==> config.mk <==
export PLATFORM = sky130hd
export DESIGN_NAME = blue_motion_ctrl
export DESIGN_NICKNAME = d
export VERILOG_FILES = /design/src/rtl/blue_motion_ctrl.sv
export SDC_FILE = /design/constraint.sdc
export NUM_CORES = 1
export LEC_CHECK = 0
export BUFFER_PORTS_ARGS = -buffer_cell sky130_fd_sc_hd__buf_2
export CAP_MARGIN = 20
export CELL_PAD_IN_SITES_DETAIL_PLACEMENT = 1
export CELL_PAD_IN_SITES_GLOBAL_PLACEMENT = 1
export CORE_AREA = 2 2 128 130
export CTS_BUF_LIST = sky130_fd_sc_hd__clkbuf_2 sky130_fd_sc_hd__clkbuf_4 sky130_fd_sc_hd__clkbuf_8
export CTS_CLUSTER_SIZE = 14
export DETAILED_ROUTE_END_ITERATION = 10
export DIE_AREA = 0 0 130 132
export HOLD_SLACK_MARGIN = 0.08
export PLACE_DENSITY = 0.55
export SYNTH_ARGS = -nofsm -noshare
export SYNTH_HDL_FRONTEND = slang
export SYNTH_SLANG_ARGS = --single-unit
==> constraint.sdc <==
create_clock -name clk -period 3.95 [get_ports clk]
set_clock_uncertainty 0.1 [all_clocks]
set_input_delay 0.79 -clock clk [delete_from_list [all_inputs] [get_ports clk]]
set_output_delay 0.79 -clock clk [all_outputs]
set_load 0.1 [all_outputs]
==> src/rtl/blue_motion_ctrl.sv <==
// ---------------------------------------------------------------------------
// blue_motion_ctrl
// Motion/physics controller for the blue character (47x41 sprite). Turns the
// player keys and the registered collision flags into the sprite's top-left
// position, updated once per internal physics tick.
//
// Ports
//   clk           system clock
//   rst           asynchronous active-high reset
//   key_left      level, move left
//   key_right     level, move right
//   key_jump      level, jump (rising edges only)
//   is_Collision  [0]=down [1]=up [2]=right [3]=left
//   x_blue        sprite x (10b unsigned)
//   y_blue        sprite y (9b unsigned)
//   on_ground     1 while in GROUND
//   tick          1-cycle pulse on each physics update cycle
//
// Build option
//   DOUBLE_JUMP_EN  allows one extra jump per airborne period.
//
// state   | meaning
// GROUND  | standing on a surface or the screen floor
// RISE    | moving up, speed decays by GRAVITY each tick
// FALL    | moving down, speed grows by GRAVITY up to VMAX
// ---------------------------------------------------------------------------
module blue_motion_ctrl #(
    parameter int unsigned TICK_DIV = 833333,
    parameter int unsigned X_INIT   = 40,
    parameter int unsigned Y_INIT   = 400,
    parameter int unsigned X_STEP   = 2,
    parameter int unsigned JUMP_V   = 8,
    parameter int unsigned GRAVITY  = 1,
    parameter int unsigned VMAX     = 8,
    parameter int unsigned X_MAX    = 593,
    parameter int unsigned Y_MAX    = 439
) (
    input  logic       clk,
    input  logic       rst,
    input  logic       key_left,
    input  logic       key_right,
    input  logic       key_jump,
    input  logic [3:0] is_Collision,
    output logic [9:0] x_blue,
    output logic [8:0] y_blue,
    output logic       on_ground,
    output logic       tick
);

    localparam int CW = (TICK_DIV > 1) ? $clog2(TICK_DIV) : 1;

    localparam logic signed [10:0] XS_S   = 11'(X_STEP);
    localparam logic signed [10:0] XMAX_S = 11'(X_MAX);
    localparam logic signed [10:0] YMAX_S = 11'(Y_MAX);
    localparam logic signed [10:0] G_S    = 11'(GRAVITY);
    localparam logic signed [10:0] VMAX_S = 11'(VMAX);

    typedef enum logic [1:0] {ST_GROUND, ST_RISE, ST_FALL} state_t;

    state_t        state_q, state_d;
    logic [CW-1:0] cnt_q, cnt_d;
    logic [3:0]    vy_q, vy_d;
    logic [9:0]    x_q, x_d;
    logic [8:0]    y_q, y_d;
    logic          jump_req_q, jump_req_d;
    logic          jump_prev_q, jump_prev_d;
`ifdef DOUBLE_JUMP_EN
    logic          air_jump_used_q, air_jump_used_d;
`endif

    logic        tick_w;
    logic signed [10:0] x_ext, y_ext, vy_ext;
    logic signed [10:0] x_dec, x_inc, y_up, y_dn, vy_dec, vy_inc;

    always_comb begin
        tick_w      = (cnt_q == CW'(TICK_DIV - 1));
        cnt_d       = tick_w ? '0 : cnt_q + 1'b1;
        jump_prev_d = key_jump;
        // A new edge on the tick cycle survives the tick's clear.
        jump_req_d  = (jump_req_q && !tick_w) || (key_jump && !jump_prev_q);

        x_d     = x_q;
        y_d     = y_q;
        vy_d    = vy_q;
        state_d = state_q;
`ifdef DOUBLE_JUMP_EN
        air_jump_used_d = air_jump_used_q;
`endif

        // Widened signed arithmetic so clamps see underflow/overflow.
        x_ext  = $signed({1'b0, x_q});
        y_ext  = $signed({2'b00, y_q});
        vy_ext = $signed({7'b0, vy_q});
        x_dec  = x_ext - XS_S;
        x_inc  = x_ext + XS_S;
        y_up   = y_ext - vy_ext;
        y_dn   = y_ext + vy_ext;
        vy_dec = vy_ext - G_S;
        vy_inc = vy_ext + G_S;

        if (tick_w) begin
            if (key_left && !key_right && !is_Collision[3]) begin
                x_d = (x_dec < 0) ? 10'd0 : x_dec[9:0];
            end else if (key_right && !key_left && !is_Collision[2]) begin
                x_d = (x_inc > XMAX_S) ? 10'(X_MAX) : x_inc[9:0];
            end

            case (state_q)
                ST_GROUND: begin
                    if (!is_Collision[0] && (y_q != 9'(Y_MAX))) begin
                        state_d = ST_FALL;
                        vy_d    = 4'd0;
                    end else if (jump_req_q) begin
                        state_d = ST_RISE;
                        vy_d    = 4'(JUMP_V);
                    end
                end
                ST_RISE: begin
                    if (is_Collision[1]) begin
                        state_d = ST_FALL;
                        vy_d    = 4'd0;
                    end
`ifdef DOUBLE_JUMP_EN
                    else if (jump_req_q && !air_jump_used_q) begin
                        vy_d            = 4'(JUMP_V);
                        air_jump_used_d = 1'b1;
                    end
`endif
                    else begin
                        y_d = (y_up <= 0) ? 9'd0 : y_up[8:0];
                        if ((vy_dec <= 0) || (y_up <= 0)) begin
                            state_d = ST_FALL;
                            vy_d    = 4'd0;
                        end else begin
                            vy_d = vy_dec[3:0];
                        end
                    end
                end
                default: begin
                    if (is_Collision[0]) begin
                        state_d = ST_GROUND;
                        vy_d    = 4'd0;
`ifdef DOUBLE_JUMP_EN
                        air_jump_used_d = 1'b0;
`endif
                    end
`ifdef DOUBLE_JUMP_EN
                    else if (jump_req_q && !air_jump_used_q) begin
                        state_d         = ST_RISE;
                        vy_d            = 4'(JUMP_V);
                        air_jump_used_d = 1'b1;
                    end
`endif
                    else begin
                        y_d = (y_dn >= YMAX_S) ? 9'(Y_MAX) : y_dn[8:0];
                        if (y_dn >= YMAX_S) begin
                            state_d = ST_GROUND;
                            vy_d    = 4'd0;
`ifdef DOUBLE_JUMP_EN
                            air_jump_used_d = 1'b0;
`endif
                        end else begin
                            vy_d = (vy_inc > VMAX_S) ? 4'(VMAX) : vy_inc[3:0];
                        end
                    end
                end
            endcase
        end
    end

    always_ff @(posedge clk or posedge rst) begin
        if (rst) begin
            state_q     <= ST_FALL;
            cnt_q       <= '0;
            vy_q        <= 4'd0;
            x_q         <= 10'(X_INIT);
            y_q         <= 9'(Y_INIT);
            jump_req_q  <= 1'b0;
            jump_prev_q <= 1'b0;
`ifdef DOUBLE_JUMP_EN
            air_jump_used_q <= 1'b0;
`endif
        end else begin
            state_q     <= state_d;
            cnt_q       <= cnt_d;
            vy_q        <= vy_d;
            x_q         <= x_d;
            y_q         <= y_d;
            jump_req_q  <= jump_req_d;
            jump_prev_q <= jump_prev_d;
`ifdef DOUBLE_JUMP_EN
            air_jump_used_q <= air_jump_used_d;
`endif
        end
    end

    assign x_blue    = x_q;
    assign y_blue    = y_q;
    assign on_ground = (state_q == ST_GROUND);
    assign tick      = tick_w;

endmodule

### Yosys cells after proc, flatten, opt, wreduce, memory -nomap -nowiden

Cells that the tools add are included.

| storage, ports and cells | value |
|---|---|
| bits in registers | 47 |
| input port bits | 9 |
| output and inout port bits | 21 |
| logic and storage cells | 76 |

| operators by class | value |
|---|---|
| $add $sub $neg | 7 |
| $lt $le $gt $ge | 6 |
| equal/unequal tests | 7 |
| muxes and demuxes | 25 |
| bitwise operators | 1 |
| reductions and logical operators | 23 |

Operator list:

| kind | count |
|---|---|
| two-way mux 10 bit | 4 |
| two-way mux 9 bit | 4 |
| two-way mux 4 bit | 7 |
| adder 20 x 1 -> 20 bit, second input constant | 1 |
| equality test 20 bit, second input constant | 1 |
| two-way mux 20 bit | 1 |
| case mux 9 bit (2 select lines) | 1 |
| two-way mux 2 bit | 6 |
| adder 10 x 2 -> 11 bit, second input constant | 1 |
| greater-than comparator 11 bit, second input constant | 1 |
| less-than comparator 11 x 1 -> 1 bit, second input constant | 1 |
| subtractor 10 x 2 -> 11 bit, second input constant | 1 |
| adder 9 x 4 -> 10 bit | 1 |
| >= comparator 10 x 9 -> 1 bit, second input constant | 1 |
| <= comparator 10 x 1 -> 1 bit, second input constant | 1 |
| subtractor 9 x 4 -> 10 bit | 1 |
| inequality test 9 bit, second input constant | 1 |
| case mux 4 bit (2 select lines) | 1 |
| AND reduction 4 bit | 2 |
| logical AND 1 bit | 7 |
| zero test 1 bit | 7 |
| adder 4 x 1 -> 5 bit, second input constant | 1 |
| greater-than comparator 5 x 4 -> 1 bit, second input constant | 1 |
| <= comparator 5 x 1 -> 1 bit, second input constant | 1 |
| 13 further kinds | 15 |

### Depth between registers and ports, before layout

| logic depth | value |
|---|---|
| depth after elaboration | 6 |
| gate-level depth with buffers | 11 |
| gate-level depth less buffers | 10 |

### Worst setup path after synthesis

Ideal clock, no wire load.

| timing | value |
|---|---|
| path kind | flip-flop to flip-flop |
| from | reg cnt_q[14] |
| to | reg x_q[7], in the netlist x_blue[7] |
| setup time | 0.133 ns |
| arrival | 4.941 ns |
| data required time | 3.717 ns |
| slack | -1.224 ns |
| stages on the path, launching flop included | 9 |
| buffers on the path | 1 |
| clock period less this slack | 5.174 ns |
| cells stage by stage | dfrtp_1 nor4b_1 nand4b_1 nor4_1 nand2b_1 clkbuf_1 a21o_1 o21ai_0 o31ai_1 |

| on the way | value |
|---|---|
| longest elaborated chain between the ends | 2 |

Ends and longest elaborated chain:

| what | RTL line | text |
|---|---|---|
| start, declared | 61 | `logic [CW-1:0] cnt_q, cnt_d;` |
| start signal, assigned | 185 | `cnt_q <= cnt_d;` |
| equality test 20 bit | 76 | `tick_w = (cnt_q == CW'(TICK_DIV - 1));` |
| net tick | 47 | `output logic tick` |
| AND reduction 2 bit (no source line) | -- |  |
| end signal, assigned | 176 | `x_q <= 10'(X_INIT);` |
| end, declared | 63 | `logic [9:0] x_q, x_d;` |

The timed path passes the listed nets, and every way through them passes these cells.
A chain may end at the register's enable or synchronous reset.

### Worst setup path after layout

| timing | value |
|---|---|
| from | reg cnt_q[14] |
| to | out tick |

| on the way | value |
|---|---|
| longest elaborated chain between the ends | 1 |

Ends and longest elaborated chain:

| what | RTL line |
|---|---|
| equality test 20 bit | 76 |
| end, declared | 47 |

No other way between the ends.

==> metrics.sh <==
CTS.CLK_SLEW.WORST_PATHS_NS=0.10
CLOCK_POWER_SHARE_PCT=37.5
VIAS=3722
YOSYS_WARNINGS=0
CLOCK_LATENCY_NS=0.31
WORST_SETUP_PATH_END_KIND='output pin'
POWERDENSITY_nW_PER_UM2=196.7
TIMING_MAX_TRANSITION_VIOLATIONS_FINAL=0
POSTSYNTHAREAPERCELL_SQ_UM=8.021
SEQ_POWER_SHARE_PCT=56.9
IO_BUFFER_COUNT=29
ROUTE.DETAILED.DRC=0
ANT_NETS=0
YOSYS.AREA_SHARE.SIMPLE_PCT=29.32
WORST_SLEW_PIN_SLEW_NS=0.8226
CTS.PATH.MAX_BUFFERS=2
SYNTH_ENABLE_FLOP_CELLS=0
FIN_HOLD_WS_NS=0.3685
SYNTH.NET_COUNT=510
CTSHTREEMAXLEVEL=2
FIN_SETUP_TNS_NS=0
LAYOUT_MIN_CYCLE_TIME_NS=3.366
CP_CELL_SEQUENCE='nor4b_1 -> nand4b_1 -> nor4_2 -> buf_2'
FLOORPLAN.DIE_AREA_SQ_UM=17160
YOSYS.AREA_SHARE.XOR_XNOR_PCT=5.890
AVGROUTEDWIREPERCELL_MICRONS=16.52
REGAREA_SQ_UM=1184
GLOBAL_ROUTE.OVERFLOW_TOTAL=0
CORE_SQ_UM=15710
CLOCKROOTBUFFER='clkbuf_8'
WL_MICRONS=11900
GRT_ANTENNA_BEFORE_REPAIR=0
SYN_INST_COUNT=482
FINAL.FILL_COUNT=1920
CTS.REPAIR_TIMING.SETUP_BUFFER_COUNT=0
GRT_MAX_DEGREE=25
SYNTH_CELL_TYPES=70
SYNTHFLOPTYPE='dfrtp_1'
HOLD_CLASS='reg2reg'
FP.DIEW_MICRONS=130
DIE_Y_MICRONS=132
SWITCHING_POWER_uW=222.1
SWITCHING_SHARE_PCT=26.08
CTS_HOLD_REPAIR.BUFFERS=0
VIAS_PER_CELL=5.169
POWER_LEAKAGE_uW=0.001727
FIRST_ITER_VIOLATIONS=178
SYNTH-SEQ-CELLS=47
FINAL_MIN_PERIOD_OVER_CLOCK_PERIOD_PCT=85.21
DETAILEDROUTE.FIRSTPASSITERATIONCOUNT=4
CRITICALPATHCATEGORY='reg2out'
POSTSYNTH.ASYNCRESETSHARE_PCT=100.0
LAYOUT.NETS=531
POSTLAYOUTCELLAREA_SQ_UM=4329
ACHIEVABLE-FREQUENCY_GHz=0.2971
CTS_TREE='done'
ANTENNA_CELLS_INSERTED=0
MAXIMUM_FANOUT_ALONG_THE_WORST_PATH=5
MAX_SLEW_MARGIN_PCT=44.74
MAX-VDD-IR-DROP_mV=0.1500
CTS_INSERTED_BUFFERS=5
POST_ROUTE_CELLS_DRIVE_ABOVE_1_SHARE_PCT=12.90
DRV.MAX_CAP_VIOLATION_COUNT=0
STATUS='completed'
CTS_RESIZED=0
FINALPOWER_uW=851.6
SYNTH.CELL_AREA_SQ_UM=3866
FINALSETUPVIOLCOUNT=0
SYNTH-COMPOUND-AREA-SHARE_PCT=21.84
P_INT_uW=629.6
ADDER_CELL_AREA_SHARE_OF_THE_YOSYS_NETLIST_PCT=6.537
DELAY_OF_THE_SLOWEST_CELL_ON_THE_WORST_PATH_NS=0.68
FINALHOLDVIOLATIONS=0
STARTPOINT_TYPE='flip-flop'
ROWS=46
WORSTPATHARRIVAL_NS=2.48
SYNTH_MUX_AREA_SHARE_PCT=1.068
PLACER_S_FINAL_ROUTABILITY_CONGESTION_ESTIMATE=0.8776
PRECTSSETUPSLACK_NS=0.7090
YOSYSSEQAREASHARE_PCT=30.61
GRT_PASS1_VIAS=3781
POSTPLACECELLAREA_SQ_UM=4237
LAYOUT.CELLS.MOST_COMMON_LIST='nor2_1 (50), dfrtp_1 (41), nand2_1 (35)'
CP.REQUIRED_NS=3.06
LAYOUT_SETUP_WS_NS=0.5841
GRT_FIRST_PASS_WIRELENGTH_MICRONS=20070
POST-DP-HPWL_MICRONS=9020
MULTI_INPUT_AREA_SQ_UM=2506
NUM_IO_PINS=30
SYNTH_TOP_FAMILY_BY_AREA='simple AND/OR/NAND/NOR gates'
COMMONEST_NON_FILL_NON_TAP_CELL_IN_THE_LAYOUT='nor2_1'
CP_SLOWEST_CELL='nor4_2'
GROUTE.USAGE.OVERALL_PCT=14.35
POWER_SHARE_OF_THE_COMBINATIONAL_GROUP_PCT=5.6
LAYOUT-AREA-OVERHEAD-VS-SYNTH_PCT=11.97
CLOCK_SINK_COUNT=47
INITIAL_CORE_UTIL_PCT=24.61
GRT_SETUP_UNREPAIRED='false'
[registers in the layout, indices dropped and copies added, names as in the netlist]
register,flops
cnt_q,20
jump_prev_q,1
jump_req_q,1
state_q,2
vy_q,4
x_blue,10
y_blue,9
[metal layers]
metal	vias up	GRT usage [%]	share of wire, %
li1	1809	-	-
met1	1864	20.15	49
met2	42	23.76	48
met3	7	1.907	2.4
met4	0	2.389	0.61
met5	-	0	0
[cells by family (layout without fill, tap and decap cells)]
family          count (synthesis)  count (layout)
simple gates                  212             212
compound gates                130             130
buf+inv                        44              66
fa+ha+maj                      19              19
mux                             4               4
flops                          47              47
xor+xnor                       26              26
[through the flow]
stage,util [%],cells
4_1_cts,27.55,720
3_3_place_gp,26.96,712
2_1_floorplan,-,482
5_1_grt,27.55,720
6_report,27.55,720
3_5_place_dp,26.96,712
[path summary, 6_finish.rpt]
check	endpoint	depth (start not counted)	from	slack [ns]
worst max-delay path	tick	4	cnt_q[14]	0.58
worst min-delay path	cnt_q[0]	1	cnt_q[0]	0.37
worst max register to register	state_q[0]	10	vy_q[2]	0.67
worst min register to register	cnt_q[0]	1	cnt_q[0]	0.37
max in group asynchronous	jump_prev_q	3	rst	2.57
min in group asynchronous	x_blue[6]	2	rst	0.43
[power by group through the flow]
stage | Sequential [uW] | Clock [uW] | Combinational [uW]
global route | 485 | 352 | 54.4
detailed placement | 494 | 0 | 48.6
finish | 485 | 319 | 47.8
floorplan | 498 | 0 | 25.0
global placement | 494 | 0 | 47.8
CTS | 485 | 335 | 49.0
[cell usage after synthesis (7+ instances only)]
cell	count	area (sq um)
nor2_1	50	187.7
dfrtp_1	41	1026
nand2_1	35	131.4
o21ai_0	34	170.2
a21oi_1	30	150.1
inv_1	23	86.33
nand3_1	21	105.1
ha_1	17	212.7
nor3_1	17	85.08
clkbuf_1	15	56.30
xnor2_1	14	122.6
nor4_1	12	75.07
xor2_1	12	105.1
nand4_1	10	62.56
a211oi_1	8	60.06
and3_1	8	50.05
nand2b_1	8	50.05
or3_1	8	50.05
o22ai_1	7	43.79
o31ai_1	7	52.55
[critical path: cells and delay by family, from the launching register on]
kind                   cells  cell delay, ns
AND/OR/NAND/NOR            3            1.17
flip-flops                 1            0.44
buffers and inverters      1            0.55
[area by class of cell]
class                      count  area share, %
sequential                    47          27.34
timing repair buffer          35          4.393
clock buffer                   6          1.763
clock inverter                 2         0.3757
multi-input combinational    391          57.89
inverter                      23          1.994
tap                          216          6.243
Power figures use the tool's default switching activity.
